[src/rtl/m_div_ctrl_pkg.sv]
// Shared encodings for the iterative divider controller: mux selects, op codes, FSM states.
package m_div_ctrl_pkg;

   localparam int MUX_R_LENGTH = 2;
   localparam int MUX_D_LENGTH = 2;
   localparam int MUX_Z_LENGTH = 2;

   localparam logic [MUX_R_LENGTH-1:0] MUX_R_KEEP     = 2'd0;
   localparam logic [MUX_R_LENGTH-1:0] MUX_R_A        = 2'd1;
   localparam logic [MUX_R_LENGTH-1:0] MUX_R_A_NEG    = 2'd2;
   localparam logic [MUX_R_LENGTH-1:0] MUX_R_SUB_KEEP = 2'd3;

   localparam logic [MUX_D_LENGTH-1:0] MUX_D_KEEP  = 2'd0;
   localparam logic [MUX_D_LENGTH-1:0] MUX_D_B     = 2'd1;
   localparam logic [MUX_D_LENGTH-1:0] MUX_D_B_NEG = 2'd2;
   localparam logic [MUX_D_LENGTH-1:0] MUX_D_SHR   = 2'd3;

   localparam logic [MUX_Z_LENGTH-1:0] MUX_Z_KEEP    = 2'd0;
   localparam logic [MUX_Z_LENGTH-1:0] MUX_Z_ZERO    = 2'd1;
   localparam logic [MUX_Z_LENGTH-1:0] MUX_Z_SHL_ADD = 2'd2;

   localparam logic [1:0] OP_DIV  = 2'b00;
   localparam logic [1:0] OP_DIVU = 2'b01;
   localparam logic [1:0] OP_REM  = 2'b10;
   localparam logic [1:0] OP_REMU = 2'b11;

   localparam logic [1:0] S_IDLE = 2'd0;
   localparam logic [1:0] S_ITER = 2'd1;
   localparam logic [1:0] S_FIX  = 2'd2;
   localparam logic [1:0] S_DONE = 2'd3;

   // funct3[0] clear means signed (DIV, REM); funct3[1] set selects remainder
   function automatic logic op_signed(input logic [1:0] op);
      return ~op[0];
   endfunction

   function automatic logic [31:0] neg32(input logic [31:0] v);
      return 32'(~v + 32'd1);
   endfunction

endpackage

[src/rtl/m_div_ctrl_if.sv]
// Controller <-> requester/datapath bundle; slave is the controller side.
interface m_div_ctrl_if;
   import m_div_ctrl_pkg::*;

   logic                    start;
   logic [1:0]              op;
   logic [31:0]             rs1;
   logic [31:0]             rs2;
   logic                    sub_neg;
   logic [31:0]             R;
   logic [31:0]             Z;
   logic [31:0]             rs1_neg;
   logic [31:0]             rs2_neg;
   logic [MUX_R_LENGTH-1:0] mux_R;
   logic [MUX_D_LENGTH-1:0] mux_D;
   logic [MUX_Z_LENGTH-1:0] mux_Z;
   logic                    busy;
   logic                    done;
   logic [31:0]             result;

   modport master (
      output start, op, rs1, rs2, sub_neg, R, Z,
      input  rs1_neg, rs2_neg, mux_R, mux_D, mux_Z, busy, done, result
   );

   modport slave (
      input  start, op, rs1, rs2, sub_neg, R, Z,
      output rs1_neg, rs2_neg, mux_R, mux_D, mux_Z, busy, done, result
   );

endinterface

[src/rtl/m_div_ctrl.sv]
// Sequencing FSM for a 32-step restoring divider; the shift/subtract datapath lives in m_registers.
module m_div_ctrl
   import m_div_ctrl_pkg::*;
(
   input  logic         clk,
   input  logic         resetn,
   m_div_ctrl_if.slave  bus
);

   logic [1:0]  state;
   logic [4:0]  count;
   logic [1:0]  op_q;
   logic        q_neg;
   logic        r_neg;
   logic [31:0] result_q;

   logic sgn, div0, a_neg, b_neg;

   assign sgn   = op_signed(bus.op);
   assign div0  = (bus.rs2 == 32'd0);
   assign a_neg = sgn & bus.rs1[31];
   assign b_neg = sgn & bus.rs2[31];

   assign bus.rs1_neg = neg32(bus.rs1);
   assign bus.rs2_neg = neg32(bus.rs2);
   assign bus.busy    = (state != S_IDLE);
   assign bus.done    = (state == S_DONE);
   assign bus.result  = result_q;

   // Muxes are gated by resetn so the datapath holds while reset is asserted
   always_comb begin
      bus.mux_R = MUX_R_KEEP;
      bus.mux_D = MUX_D_KEEP;
      bus.mux_Z = MUX_Z_KEEP;
      if (resetn) begin
         case (state)
            S_IDLE: if (bus.start) begin
               bus.mux_R = a_neg ? MUX_R_A_NEG : MUX_R_A;
               bus.mux_D = b_neg ? MUX_D_B_NEG : MUX_D_B;
               bus.mux_Z = MUX_Z_ZERO;
            end
            S_ITER: begin
               bus.mux_R = MUX_R_SUB_KEEP;
               bus.mux_D = MUX_D_SHR;
               bus.mux_Z = MUX_Z_SHL_ADD;
            end
            default: ;
         endcase
      end
   end

   always_ff @(posedge clk or negedge resetn) begin
      if (!resetn) begin
         state    <= S_IDLE;
         count    <= 5'd0;
         op_q     <= 2'b00;
         q_neg    <= 1'b0;
         r_neg    <= 1'b0;
         result_q <= 32'd0;
      end else begin
         case (state)
            S_IDLE: if (bus.start) begin
               op_q  <= bus.op;
               q_neg <= sgn & (bus.rs1[31] ^ bus.rs2[31]);
               r_neg <= a_neg;
               count <= 5'd0;
               // Divide by zero resolves immediately with the RISC-V defined values
               if (div0) begin
                  result_q <= bus.op[1] ? bus.rs1 : 32'hFFFF_FFFF;
                  state    <= S_DONE;
               end else begin
                  state    <= S_ITER;
               end
            end
            S_ITER: begin
               if (count == 5'd31) state <= S_FIX;
               else                count <= count + 5'd1;
            end
            S_FIX: begin
               if (op_q[1]) result_q <= r_neg ? neg32(bus.R) : bus.R;
               else         result_q <= q_neg ? neg32(bus.Z) : bus.Z;
               state <= S_DONE;
            end
            default: state <= S_IDLE;
         endcase
      end
   end

endmodule

[src/flat_wrapper.sv]
// flat-port wrapper written by rule: the top's interface ports become plain ports
module m_div_ctrl_flat import m_div_ctrl_pkg::*;
  (clk, resetn, bus_start, bus_op, bus_rs1, bus_rs2, bus_sub_neg, bus_R, bus_Z, bus_rs1_neg, bus_rs2_neg, bus_mux_R, bus_mux_D, bus_mux_Z, bus_busy, bus_done, bus_result);
  m_div_ctrl_if bus_i ();
  input  logic clk;
  input  logic resetn;
  input wire logic [$bits(bus_i.start)-1:0] bus_start;
  input wire logic [$bits(bus_i.op)-1:0] bus_op;
  input wire logic [$bits(bus_i.rs1)-1:0] bus_rs1;
  input wire logic [$bits(bus_i.rs2)-1:0] bus_rs2;
  input wire logic [$bits(bus_i.sub_neg)-1:0] bus_sub_neg;
  input wire logic [$bits(bus_i.R)-1:0] bus_R;
  input wire logic [$bits(bus_i.Z)-1:0] bus_Z;
  output wire logic [$bits(bus_i.rs1_neg)-1:0] bus_rs1_neg;
  output wire logic [$bits(bus_i.rs2_neg)-1:0] bus_rs2_neg;
  output wire logic [$bits(bus_i.mux_R)-1:0] bus_mux_R;
  output wire logic [$bits(bus_i.mux_D)-1:0] bus_mux_D;
  output wire logic [$bits(bus_i.mux_Z)-1:0] bus_mux_Z;
  output wire logic [$bits(bus_i.busy)-1:0] bus_busy;
  output wire logic [$bits(bus_i.done)-1:0] bus_done;
  output wire logic [$bits(bus_i.result)-1:0] bus_result;
  assign bus_i.start = bus_start;
  assign bus_i.op = bus_op;
  assign bus_i.rs1 = bus_rs1;
  assign bus_i.rs2 = bus_rs2;
  assign bus_i.sub_neg = bus_sub_neg;
  assign bus_i.R = bus_R;
  assign bus_i.Z = bus_Z;
  assign bus_rs1_neg = bus_i.rs1_neg;
  assign bus_rs2_neg = bus_i.rs2_neg;
  assign bus_mux_R = bus_i.mux_R;
  assign bus_mux_D = bus_i.mux_D;
  assign bus_mux_Z = bus_i.mux_Z;
  assign bus_busy = bus_i.busy;
  assign bus_done = bus_i.done;
  assign bus_result = bus_i.result;
  m_div_ctrl u_core (.clk(clk), .resetn(resetn), .bus(bus_i));
endmodule
[config.mk]
export PLATFORM = sky130hd
export DESIGN_NAME = m_div_ctrl_flat
export DESIGN_NICKNAME = d
export VERILOG_FILES = /design/src/rtl/m_div_ctrl_pkg.sv /design/src/rtl/m_div_ctrl_if.sv /design/src/rtl/m_div_ctrl.sv /design/src/flat_wrapper.sv
export SDC_FILE = /design/constraint.sdc
export NUM_CORES = 1
export LEC_CHECK = 0
export CORE_MARGIN = 2
export CORE_UTILIZATION = 40
export CTS_CLUSTER_SIZE = 28
export DETAILED_ROUTE_END_ITERATION = 8
export DONT_BUFFER_PORTS = 1
export PLACE_DENSITY_LB_ADDON = 0.25
export SYNTH_ARGS = -nofsm -noshare
export SYNTH_HDL_FRONTEND = slang
export SYNTH_SLANG_ARGS = --single-unit
[constraint.sdc]
create_clock -name clk -period 4.7 [get_ports clk]
set_clock_uncertainty 0.1 [all_clocks]
set_input_delay 0.94 -clock clk [delete_from_list [all_inputs] [get_ports clk]]
set_output_delay 0.94 -clock clk [all_outputs]
set_load 0.005 [all_outputs]
==> impl_metrics.env <==
export IMPL_maxSlewViolCount=0
export IMPL_multiInputGateArea_sq_um=3840
export IMPL_area_delta_synth_final_pct=5.11
export IMPL_seq_area_frac_synth=0.205
export IMPL_grt_overflow_total=0
export IMPL_endpoint_kind="output pin"
export IMPL_worst_hold_slack_ns=0.248
export IMPL_synthCells=678
export IMPL_tightest_slew_ns=1.05
export IMPL_via_per_inst=6.28
export IMPL_fin_area_sq_um=5380
export IMPL_crit_path_max_fanout=4
export IMPL_yosys_warnings=0
export IMPL_period_minus_slack_ns=4.18
export IMPL_grt_pass1_wl_um=26300
export IMPL_htreeDepth=2
export IMPL_drtAntennaViolNets=0
export IMPL_root_buffer="clkbuf_16"
export IMPL_clock_fmax_mhz=240
export IMPL_synthDistinctLibCells=66
export IMPL_antenna_cells=0
export IMPL_drv_cap=0
export IMPL_postCtsSetupBuffers=0
export IMPL_finalPower_mw=2.43
export IMPL_placementRows=41
export IMPL_dieArea_sq_um=13700
export IMPL_synth_edff_count=0
export IMPL_nNetsFinal=805
export IMPL_drive_gt1_frac=0.0545
export IMPL_port_buffers=0
export IMPL_worst_setup_path_type="input port to output pin"
export IMPL_dr_total_vias=5222
export IMPL_cp_data_required_time_ns=3.66
export IMPL_synth_async_reset_ratio=1.00
export IMPL_post_drt_wl_per_cell_um=21.4
export IMPL_ioPinCount=238
export IMPL_dp_hpwl_um=14300
export IMPL_synth_area_sq_um=5120
export IMPL_path_clk_slew_ns=0.06
export IMPL_fin_util=0.428
export IMPL_dr_pass1_iters=8
export IMPL_die_h_um=117
export IMPL_drtIter0Drc=396
export IMPL_gp_congestion=0.953
export IMPL_hp_class="input port to async pin"
export IMPL_antenna_found_initial=0
export IMPL_tns_ns=0
export IMPL_p_leak_nw=1.80
export IMPL_grt_usage=0.247
export IMPL_status="complete, no violations"
export IMPL_fp_dieW_um=117
export IMPL_cts_hold_buf=0
export IMPL_critPathArrivalTime_ns=3.14
export IMPL_totalWireLength_um=17800
export IMPL_grt_pass1_vias=4775
export IMPL_crit_path_start_kind="input port"
export IMPL_cts_sinks=42
export IMPL_route_detailed_drc=0
export IMPL_timing_final_crit_share=0.888
export IMPL_cts_buffer_depth=2
export IMPL_placed_cell_area_sq_um=5230
export IMPL_seq_area_sq_um=1050
export IMPL_syn_nets=824
export IMPL_p_per_area_nw_per_um2=452
export IMPL_start_util=0.407
export IMPL_synth_seq_cells=42
export IMPL_fillers=1283
export IMPL_rsz0062_at_grt="no"
export IMPL_slew_headroom=0.299
export IMPL_ys_flop_type="dfrtp_1"
export IMPL_numCtsBuffers=5
export IMPL_grt_max_degree=56
export IMPL_core_area_sq_um=12600
export IMPL_synth_avg_cell_area_sq_um=7.55
export IMPL_post_cts_resized=0
export IMPL_setup_viol=0
export IMPL_finalHoldViolCount=0
export IMPL_vdd_ir_drop_max_v=0.000168
export IMPL_clock_latency_ns=0.28
export IMPL_cts_tree="built"
[power breakdown]
group          switching, mW  leakage [nW]  internal (mW)
logic                  0.773          1.22          0.540
clock network          0.149        0.0739          0.211
registers              0.221         0.506          0.540
[per-layer routing]
metal	share of wire	GRT usage	wire length, um
met5	0	0	0
met4	0.012	0.0596	218
met3	0.12	0.0937	2140
met2	0.47	0.402	8320
met1	0.40	0.312	7130
[cells in the final DEF (no fill, tap or decap), drive strengths merged, types with 5 or more instances in the layout]
cell    netlist  routed
or2           9       9
inv          22      22
o31ai        29      29
nor3         30      30
buf           6       5
a31oi        11      11
nand2        67      67
nor4         23      23
o22ai        15      15
nand4         9       9
nand3        11      11
clkbuf       25       7
xnor2        75      75
o32ai         6       6
mux2i        13      13
and3          7       7
ha           12      12
nor3b         7       7
xor2         29      29
a21oi        18      18
nand2b        8       8
o41ai        11      11
nor2         75      75
mux2          5       5
or3          19      19
or4           9       9
dfrtp        42      42
o21ai        32      32
[flip-flops by register name, summed over array words and instances (netlist names)]
register           count
u_core.bus.result     32
u_core.count           5
u_core.op_q            1
u_core.q_neg           1
u_core.r_neg           1
u_core.state           2
[cell families after synthesis]
family / Yosys count / synth area share
flip-flops: 42 / 0.205
buffers and inverters: 54 / 0.0442
XOR/XNOR: 104 / 0.178
AO/OA/AOI/OAI: 159 / 0.218
adder cells (fa/ha/maj): 12 / 0.0293
AND/OR/NAND/NOR: 289 / 0.289
multiplexers: 18 / 0.0364
[cell usage after synthesis, types with 3 or more instances]
cell type | n | share of area
nor3_1 | 30 | 0.029
o32ai_1 | 5 | 0.0086
o31ai_1 | 29 | 0.043
xor2_1 | 29 | 0.050
dfrtp_1 | 42 | 0.21
a31oi_1 | 11 | 0.013
o22ai_1 | 15 | 0.018
xnor2_1 | 75 | 0.13
and3_1 | 7 | 0.0086
o21a_1 | 4 | 0.0059
o21ai_0 | 31 | 0.030
nor4_1 | 21 | 0.026
nand2b_1 | 8 | 0.0098
clkbuf_1 | 25 | 0.018
ha_1 | 12 | 0.029
mux2_2 | 5 | 0.011
o41ai_1 | 8 | 0.014
nor2b_1 | 4 | 0.0049
a211oi_1 | 4 | 0.0059
nand3_1 | 11 | 0.011
inv_1 | 22 | 0.016
nand3b_1 | 3 | 0.0044
or2_2 | 8 | 0.0098
o221ai_1 | 4 | 0.0068
nor3b_1 | 7 | 0.010
nor2_1 | 75 | 0.055
or4_1 | 9 | 0.013
mux2i_1 | 13 | 0.025
a21o_1 | 4 | 0.0059
nand2_1 | 67 | 0.049
o41ai_2 | 3 | 0.0095
a21oi_1 | 18 | 0.018
nand4_1 | 9 | 0.011
or3_1 | 17 | 0.021
[final cells by class]
| type | count | share of cell area |
|---|---|---|
| Timing Repair Buffer | 5 | 0.00698 |
| Sequential cell | 42 | 0.195 |
| Clock buffer | 7 | 0.0265 |
| Inverter | 23 | 0.0160 |
| Tap cell | 172 | 0.0400 |
| Multi-Input combinational cell | 582 | 0.714 |
| Clock inverter | 1 | 0.000930 |
[worst paths after layout]
kind                       slack (ns)  depth (start not counted)            startpoint               endpoint
setup / recovery                 0.52                          6            bus_rs1[1]        bus_rs1_neg[31]
hold / removal                   0.25                          0                resetn   u_core.bus.result[2]
setup reg to reg                 1.78                          6        u_core.op_q[1]  u_core.bus.result[27]
hold reg to reg                  0.42                          2  u_core.bus.result[9]   u_core.bus.result[9]
max in group asynchronous        4.14                          0                resetn  u_core.bus.result[17]
min in group clk                 0.42                          2  u_core.bus.result[9]   u_core.bus.result[9]
[critical path, stage by stage]
cell      delay [ns]
or4_1           0.57
nor4bb_1        0.61
nand3_1         0.26
nor3_1          0.38
nand3b_1        0.16
xor2_1          0.21
[through the flow]
stage                     setup WS [ns]  instances
after floorplan                   0.984        678
after global placement            0.638        824
after detailed placement          0.626        824
after CTS                         0.611        832
after global routing              0.373        832
final                             0.525        832
Note: power is estimated with default switching activity, not from simulation.
